File: config.mk
export PLATFORM = sky130hd
export DESIGN_NAME = stopwatch_ctrl
export DESIGN_NICKNAME = d
export VERILOG_FILES = /design/src/rtl/misc.sv /design/src/rtl/digit_counter.sv /design/src/rtl/stopwatch_ctrl.sv
export SDC_FILE = /design/constraint.sdc
export NUM_CORES = 1
export LEC_CHECK = 0
export CORE_MARGIN = 1
export CORE_UTILIZATION = 52
export CTS_BUF_LIST = sky130_fd_sc_hd__clkbuf_8
export CTS_CLUSTER_DIAMETER = 40
export DETAILED_ROUTE_END_ITERATION = 8
export PLACE_DENSITY = 0.74
export SYNTH_ARGS = -nofsm -noshare
export SYNTH_HDL_FRONTEND = slang
export SYNTH_SLANG_ARGS = --single-unit
File: constraint.sdc
create_clock -name clock -period 2 [get_ports clock]
set_input_delay 0.2 -clock clock [delete_from_list [all_inputs] [get_ports clock]]
set_output_delay 0.2 -clock clock [all_outputs]
set_load 0.005 [all_outputs]
File: src/rtl/misc.sv
// Shared definitions for the stopwatch codebase slice.
//   stopwatch_state_t  : controller states
//   DIGIT*_MAX_DEFAULT : default last value of each display digit before wrap
//   FREQUENCY_10HZ     : 50 MHz clock cycles per 10 Hz timer period
package misc;

    typedef enum logic [1:0] {
        CLEARED,
        RUNNING,
        STOPPED,
        LAP
    } stopwatch_state_t;

    localparam int unsigned DIGIT0_MAX_DEFAULT = 9;
    localparam int unsigned DIGIT1_MAX_DEFAULT = 15;
    localparam int unsigned FREQUENCY_10HZ     = 5_000_000;

endpackage

File: src/rtl/digit_counter.sv
// Single wrapping display digit, counting 0..MAX.
//   clock       : system clock
//   reset_s2_n  : asynchronous active-low reset, clears the value
//   clear       : synchronous clear to 0
//   enable      : advance by one (wrap to 0 after MAX)
//   value[3:0]  : current digit value
//   carry       : combinational, high when enabled at MAX (next digit advances)
module digit_counter #(
    parameter int unsigned MAX = 9
) (
    input  logic       clock,
    input  logic       reset_s2_n,
    input  logic       clear,
    input  logic       enable,
    output logic [3:0] value,
    output logic       carry
);

    localparam logic [3:0] MAX_VALUE = 4'(MAX);

    logic at_max;

    assign at_max = (value == MAX_VALUE);
    assign carry  = enable && at_max;

    always_ff @(posedge clock or negedge reset_s2_n) begin
        if (!reset_s2_n) begin
            value <= 4'd0;
        end else if (clear) begin
            value <= 4'd0;
        end else if (enable) begin
            value <= at_max ? 4'd0 : value + 4'd1;
        end
    end

endmodule

File: src/rtl/stopwatch_ctrl.sv
// Two-digit stopwatch controller: tenths on hex0 (digit0), seconds on hex1 (digit1).
// Button 0 starts/stops, button 1 freezes a lap display while running or clears when stopped.
//   clock               : 50 MHz system clock
//   reset_s2_n          : synchronized reset, asynchronous, active-low
//   start_stop_pressed  : single-cycle pressdown pulse, button 0
//   lap_clear_pressed   : single-cycle pressdown pulse, button 1
//   tick                : single-cycle 10 Hz timer elapsed flag
//   timer_enable        : enable for the 10 Hz timer
//   digit0 / digit1     : values shown on hex0 / hex1
//   running             : high in RUNNING or LAP
//   lap_active          : high in LAP (display frozen)
//   overflow            : sticky, count wrapped from max/max to 0/0
module stopwatch_ctrl
    import misc::*;
#(
    parameter int unsigned DIGIT0_MAX = DIGIT0_MAX_DEFAULT,
    parameter int unsigned DIGIT1_MAX = DIGIT1_MAX_DEFAULT
) (
    input  logic       clock,
    input  logic       reset_s2_n,
    input  logic       start_stop_pressed,
    input  logic       lap_clear_pressed,
    input  logic       tick,
    output logic       timer_enable,
    output logic [3:0] digit0,
    output logic [3:0] digit1,
    output logic       running,
    output logic       lap_active,
    output logic       overflow
);

    stopwatch_state_t state_q;
    stopwatch_state_t state_d;

    logic [3:0] count0;
    logic [3:0] count1;
    logic [3:0] lap0_q;
    logic [3:0] lap1_q;
    logic       carry0;
    logic       carry1;
    logic       count_tick;
    logic       lap_pulse;
    logic       clear_count;
    logic       lap_capture;

    // Ticks count off the registered state, so a tick coinciding with a stop pulse still counts
    // and a stale elapse after the timer is disabled is dropped.
    assign count_tick = tick && ((state_q == RUNNING) || (state_q == LAP));

    // start/stop wins over a simultaneous lap/clear pulse.
    assign lap_pulse   = lap_clear_pressed && !start_stop_pressed;
    assign clear_count = lap_pulse && (state_q == STOPPED);
    assign lap_capture = lap_pulse && (state_q == RUNNING);

    digit_counter #(
        .MAX(DIGIT0_MAX)
    ) u_tenths (
        .clock      (clock),
        .reset_s2_n (reset_s2_n),
        .clear      (clear_count),
        .enable     (count_tick),
        .value      (count0),
        .carry      (carry0)
    );

    digit_counter #(
        .MAX(DIGIT1_MAX)
    ) u_seconds (
        .clock      (clock),
        .reset_s2_n (reset_s2_n),
        .clear      (clear_count),
        .enable     (carry0),
        .value      (count1),
        .carry      (carry1)
    );

    always_comb begin
        state_d = state_q;
        unique case (state_q)
            CLEARED: begin
                if (start_stop_pressed) state_d = RUNNING;
            end
            RUNNING: begin
                if (start_stop_pressed) state_d = STOPPED;
                else if (lap_clear_pressed) state_d = LAP;
            end
            LAP: begin
                if (start_stop_pressed) state_d = STOPPED;
                else if (lap_clear_pressed) state_d = RUNNING;
            end
            STOPPED: begin
                if (start_stop_pressed) state_d = RUNNING;
                else if (lap_clear_pressed) state_d = CLEARED;
            end
            default: state_d = CLEARED;
        endcase
    end

    // State plus registered status outputs, lap latch and sticky overflow.
    always_ff @(posedge clock or negedge reset_s2_n) begin
        if (!reset_s2_n) begin
            state_q      <= CLEARED;
            timer_enable <= 1'b0;
            running      <= 1'b0;
            lap_active   <= 1'b0;
            overflow     <= 1'b0;
            lap0_q       <= 4'd0;
            lap1_q       <= 4'd0;
        end else begin
            state_q      <= state_d;
            timer_enable <= (state_d == RUNNING) || (state_d == LAP);
            running      <= (state_d == RUNNING) || (state_d == LAP);
            lap_active   <= (state_d == LAP);

            if (clear_count) begin
                overflow <= 1'b0;
            end else if (carry1) begin
                overflow <= 1'b1;
            end

            // Captures the pre-increment count when a tick lands on the lap pulse.
            if (lap_capture) begin
                lap0_q <= count0;
                lap1_q <= count1;
            end
        end
    end

    // Selects between flops only; lap_active mirrors state_q == LAP.
    assign digit0 = lap_active ? lap0_q : count0;
    assign digit1 = lap_active ? lap1_q : count1;

endmodule

[Yosys cells after proc, flatten, opt, wreduce, memory -nomap -nowiden]
Cells that the tools add are included.
Cells by class
  $add $sub $neg: 2
  eq/ne operators: 7
  muxes and demuxes: 18
  reduce and logical (&&, ||, !) cells: 13
Operator list (count)
  two-way mux 4 bit: 8
  two-way mux 2 bit: 7
  adder 4 x 1 -> 4 bit (second input constant): 2
  == test 4 bit (second input constant): 2
  case mux 2 bit (4 select lines): 1
  == test 2 bit (second input constant): 3
  logical AND 1 bit: 6
  nonzero test 2 bit: 3
  == test 2 x 1 -> 1 bit (second input constant): 2
  zero test 2 bit: 1
  logical OR 1 bit: 2
  two-way mux 1 bit: 2
  zero test 1 bit: 1
Word-level totals
  logic and storage cells: 48
  input bits: 5
  flip-flop bits (word level): 21

[Longest topological paths before layout]
  depth after elaboration: 7
  gate-level depth with buffers: 6
  depth with buffers taken out: 5

[Modules after synthesis]
From an unflattened synthesis, not the netlist that was laid out.
Second synthesis, totals
  cells, all modules: 91
  area, all modules: 1063.5 um^2
By module, submodules not included
  stopwatch_ctrl: area each 616.8 um^2, times used 1, sequential area each 300.3 um^2, cells each 43
  digit_counter at u_tenths: area each 241.5 um^2, times used 1, sequential area each 100.1 um^2, cells each 26
  digit_counter at u_seconds: area each 205.2 um^2, times used 1, sequential area each 100.1 um^2, cells each 22

[Worst setup path after synthesis]
OpenSTA, ideal clock, no wires.
  path type: flip-flop to flip-flop
  start point: reg u_tenths.value[1]
  end point: reg u_seconds.value[0]
  arrival time: 1.329 ns
  setup slack: 0.593 ns
  cell stages (with the launch flop): 6
  setup time: 0.077 ns
  path through: dfrtp_1 inv_1 ha_1 nand3b_4 or4_1 a21oi_1
On the way
  cells in the longest elaborated chain, start to end: 3
Ends and longest elaborated chain
  from (decl): line digit_counter.sv:15  | output logic [3:0] value,
  from (signal assigned): line digit_counter.sv:32  | value <= at_max ? 4'd0 : value + 4'd1;
  == test 4 bit: line digit_counter.sv:23  | assign at_max = (value == MAX_VALUE);
  logical AND 1 bit: line digit_counter.sv:24  | assign carry = enable && at_max;
  nonzero test 2 bit (no source line)
  to (signal assigned): line digit_counter.sv:32
  to (decl): line digit_counter.sv:15
No other way between the ends.
A chain may end at the register's enable or synchronous reset.

[Worst setup path after layout]
  start point: reg lap_active
  end point: out digit1[1]
On the way
  cells in the longest elaborated chain, start to end: 1
Ends and longest elaborated chain
  from (decl): line stopwatch_ctrl.sv:28  | output logic lap_active,
  from (signal assigned): line stopwatch_ctrl.sv:113  | lap_active <= (state_d == LAP);
  two-way mux 4 bit: line stopwatch_ctrl.sv:131  | assign digit1 = lap_active ? lap1_q : count1;
  to (decl): line stopwatch_ctrl.sv:26  | output logic [3:0] digit1,
No other way between the ends.

==> run metrics <==
run status=finished clean; Max Freq=0.521 GHz; Residual DRC=0; Post-CTS Setup Bufs=0; Mapped Area=1090 um2; number of global-route vias before repair=591; critical path class=reg2out; Die H=47.8 um; fin util=66.5%; Final period util=95.9%; Skew-Pair Late Insertion Delay=260 ps; fill count=170; hold crit path type=in2async; Max-Cap Viols=0; DP HPWL=1.29 mm; Reg clk slew, reported paths=70 ps; ant diodes=0; CTS tree=yes; Total Routing Usage GR=18.2%; Worst setup EP type=output pin; sequential fraction of the synthesis area=48.1%; full die area=2290 um2; share of cells above drive strength 1=24.3%; Detailed Route WL=1.86 mm; first-pass GRT wire length=2.77 mm; Seq pwr share=46.3%; part of the power in the clock network=17.0%; Syn Nets=100; Resized cells post-CTS=0; dpl ws=195 ps; Tmin final=1920 ps; final hold violation count=0; multiplexer share of the synthesized area=18.3%; # rows=16; clock buffer count from CTS=3; CTS Sinks=21; commonest non-fill, non-tap cell in the layout=dfrtp_1; RSZ-0062 raised after global routing=false; synthesized flop and latch total=21; maximum vdd ir drop=967 uV; area share of and/or/nand/nor cells after synthesis=17.5%; GR peak layer=met1; post-route ant nets=0; H-Tree Depth=1; grt ovf=0; commonest non-fill, non-tap cells in the layout=dfrtp_1 (21), mux2_2 (16), clkdlybuf4s50_1 (16); sw frac=31.8%; total power=1.55 mW; via count=760; RePlAce Congestion=0.718; top-area cell type share of the netlist area=48.1%; Iter 0 DRT Violations=3; largest net degree at the start of global routing=22; Internal=1.06 mW; largest family of logic cells by synthesized area=multiplexers; maximum fanout along the worst path=10; PortBufs=16; Avg WL per Cell=13.9 um; # hold bufs at CTS=0; CTS root buffer=clkbuf_8; initial core utilization=55.7%; Clock Path Buffers=2; GR Util met3=3.40%; Initial DRT Pass Iterations=4; initial antenna violation count=0; synth warn=0; Core Area=1960 um2; Arr. time, crit path=1720 ps; Cell variety after synth=33; GR Util met1=26.4%; Area growth syn-to-layout=19.5%; worst slew pin tran=443 ps; number of max-slew violations in the final report=0; slew margin rel.=70.5%; Comb power frac=36.6%; Vias/cell=5.67; clock skew=0.651 ps; final worst slack=82.2 ps; Fin Setup TNS=0 ps; post-synthesis xor/xnor area fraction=2.41%; met2 usage=25.7%; top post-synthesis cells by area=dfrtp_1 (48%), mux2_2 (16%), nand3_1 (4.1%), ha_1 (3.4%), mux2i_1 (1.8%); LEAKAGE=0.607 nW; WP data required=1800 ps; Post-Syn Instances=92; Die X=47.8 um; Switching Power=494 uW; Synth Area per Inst=11.9 um2; Final nets=116; post-synthesis adder-cell area fraction=3.44%; io pins=17; worst hold slack=285 ps; Synth Area in Compound Gates=6.76%; final setup fails=0; startpoint types=flop; Synth area leader=dfrtp_1; r2r worst-path depth=5; power density cells=1190 nW/um2
stage by stage:
| step | std cells | area [um2] |
|---|---|---|
| after floorplan | 92 | 1090 |
| after global placement | 130 | 1260 |
| after detailed placement | 130 | 1260 |
| after CTS | 134 | 1310 |
| after global routing | 134 | 1310 |
| final | 134 | 1310 |
logic make-up after synthesis:
group / after synthesis
adder cells (fa/ha/maj): 3
AO/OA/AOI/OAI: 12
multiplexers: 18
buffers and inverters: 7
flip-flops: 21
AND/OR/NAND/NOR: 28
XOR/XNOR: 3
critical path: stages (launching register included):
cell and delay [ps]:
dfrtp_1 620, mux2_2 400, clkdlybuf4s50_1 440
final cells by class:
cell class	count	area (um2)	share of cell area, %
Multi-Input combinational cell	64	529	40.6
Sequential cell	21	526	40.3
Timing Repair Buffer	17	168	12.8
Clock buffer	3	41.3	3.16
Tap cell	27	33.8	2.59
Clock inverter	1	3.75	0.288
Inverter	1	3.75	0.288
worst paths after layout:
kind                                                  endpoint  slack (ps)                          start
min in group clock                       lap1_q[0]$_DFFE_PN0P_         500          lap1_q[0]$_DFFE_PN0P_
worst min-delay path                     lap0_q[1]$_DFFE_PN0P_         280                     reset_s2_n
worst min register to register           lap1_q[0]$_DFFE_PN0P_         500          lap1_q[0]$_DFFE_PN0P_
max in group asynchronous                lap1_q[1]$_DFFE_PN0P_        1500                     reset_s2_n
worst max register to register  u_seconds.value[0]$_DFFE_PN0P_         460  u_tenths.value[1]$_DFFE_PN0P_
worst max-delay path                                 digit1[1]          80           lap_active$_DFF_PN0_
routing by layer:
metal	vias up	share of wire [%]
li1	365	-
met4	0	2.0
met1	371	48
met2	19	46
met3	5	3.8
met5	-	0
synth_stat cells:
cell	instances
dfrtp_1	21
mux2_2	16
nand3_1	9
o21ai_0	4
buf_2	3
ha_1	3
nand2_1	3
a21boi_0	2
a21oi_1	2
buf_4	2
mux2i_1	2
nand4_1	2
or4_1	2
xor2_1	2
a211oi_1	1
a31oi_1	1
and2_1	1
and3_1	1
and3b_1	1
and3b_2	1
and4bb_2	1
clkbuf_1	1
inv_1	1
nand2_2	1
nand3b_4	1
nand4bb_1	1
nor2_1	1
nor2b_1	1
o211ai_1	1
o31ai_1	1
or3_2	1
or3b_2	1
xnor2_1	1
sequential cells by signal (all words and copies together), names as in the netlist:
signal and flops:
lap0_q 4, lap_active 1, u_tenths.value 4, state_q 2, u_seconds.value 4, overflow 1, lap1_q 4, running 1
power by group through the flow:
stage	Clock, mW	Combinational [mW]	Sequential, mW
floorplan	0	0.413	0.650
global placement	0	0.561	0.718
detailed placement	0	0.574	0.726
CTS	0.277	0.577	0.718
global route	0.290	0.628	0.743
finish	0.265	0.569	0.719
Note: power is estimated with default switching activity, not from simulation.
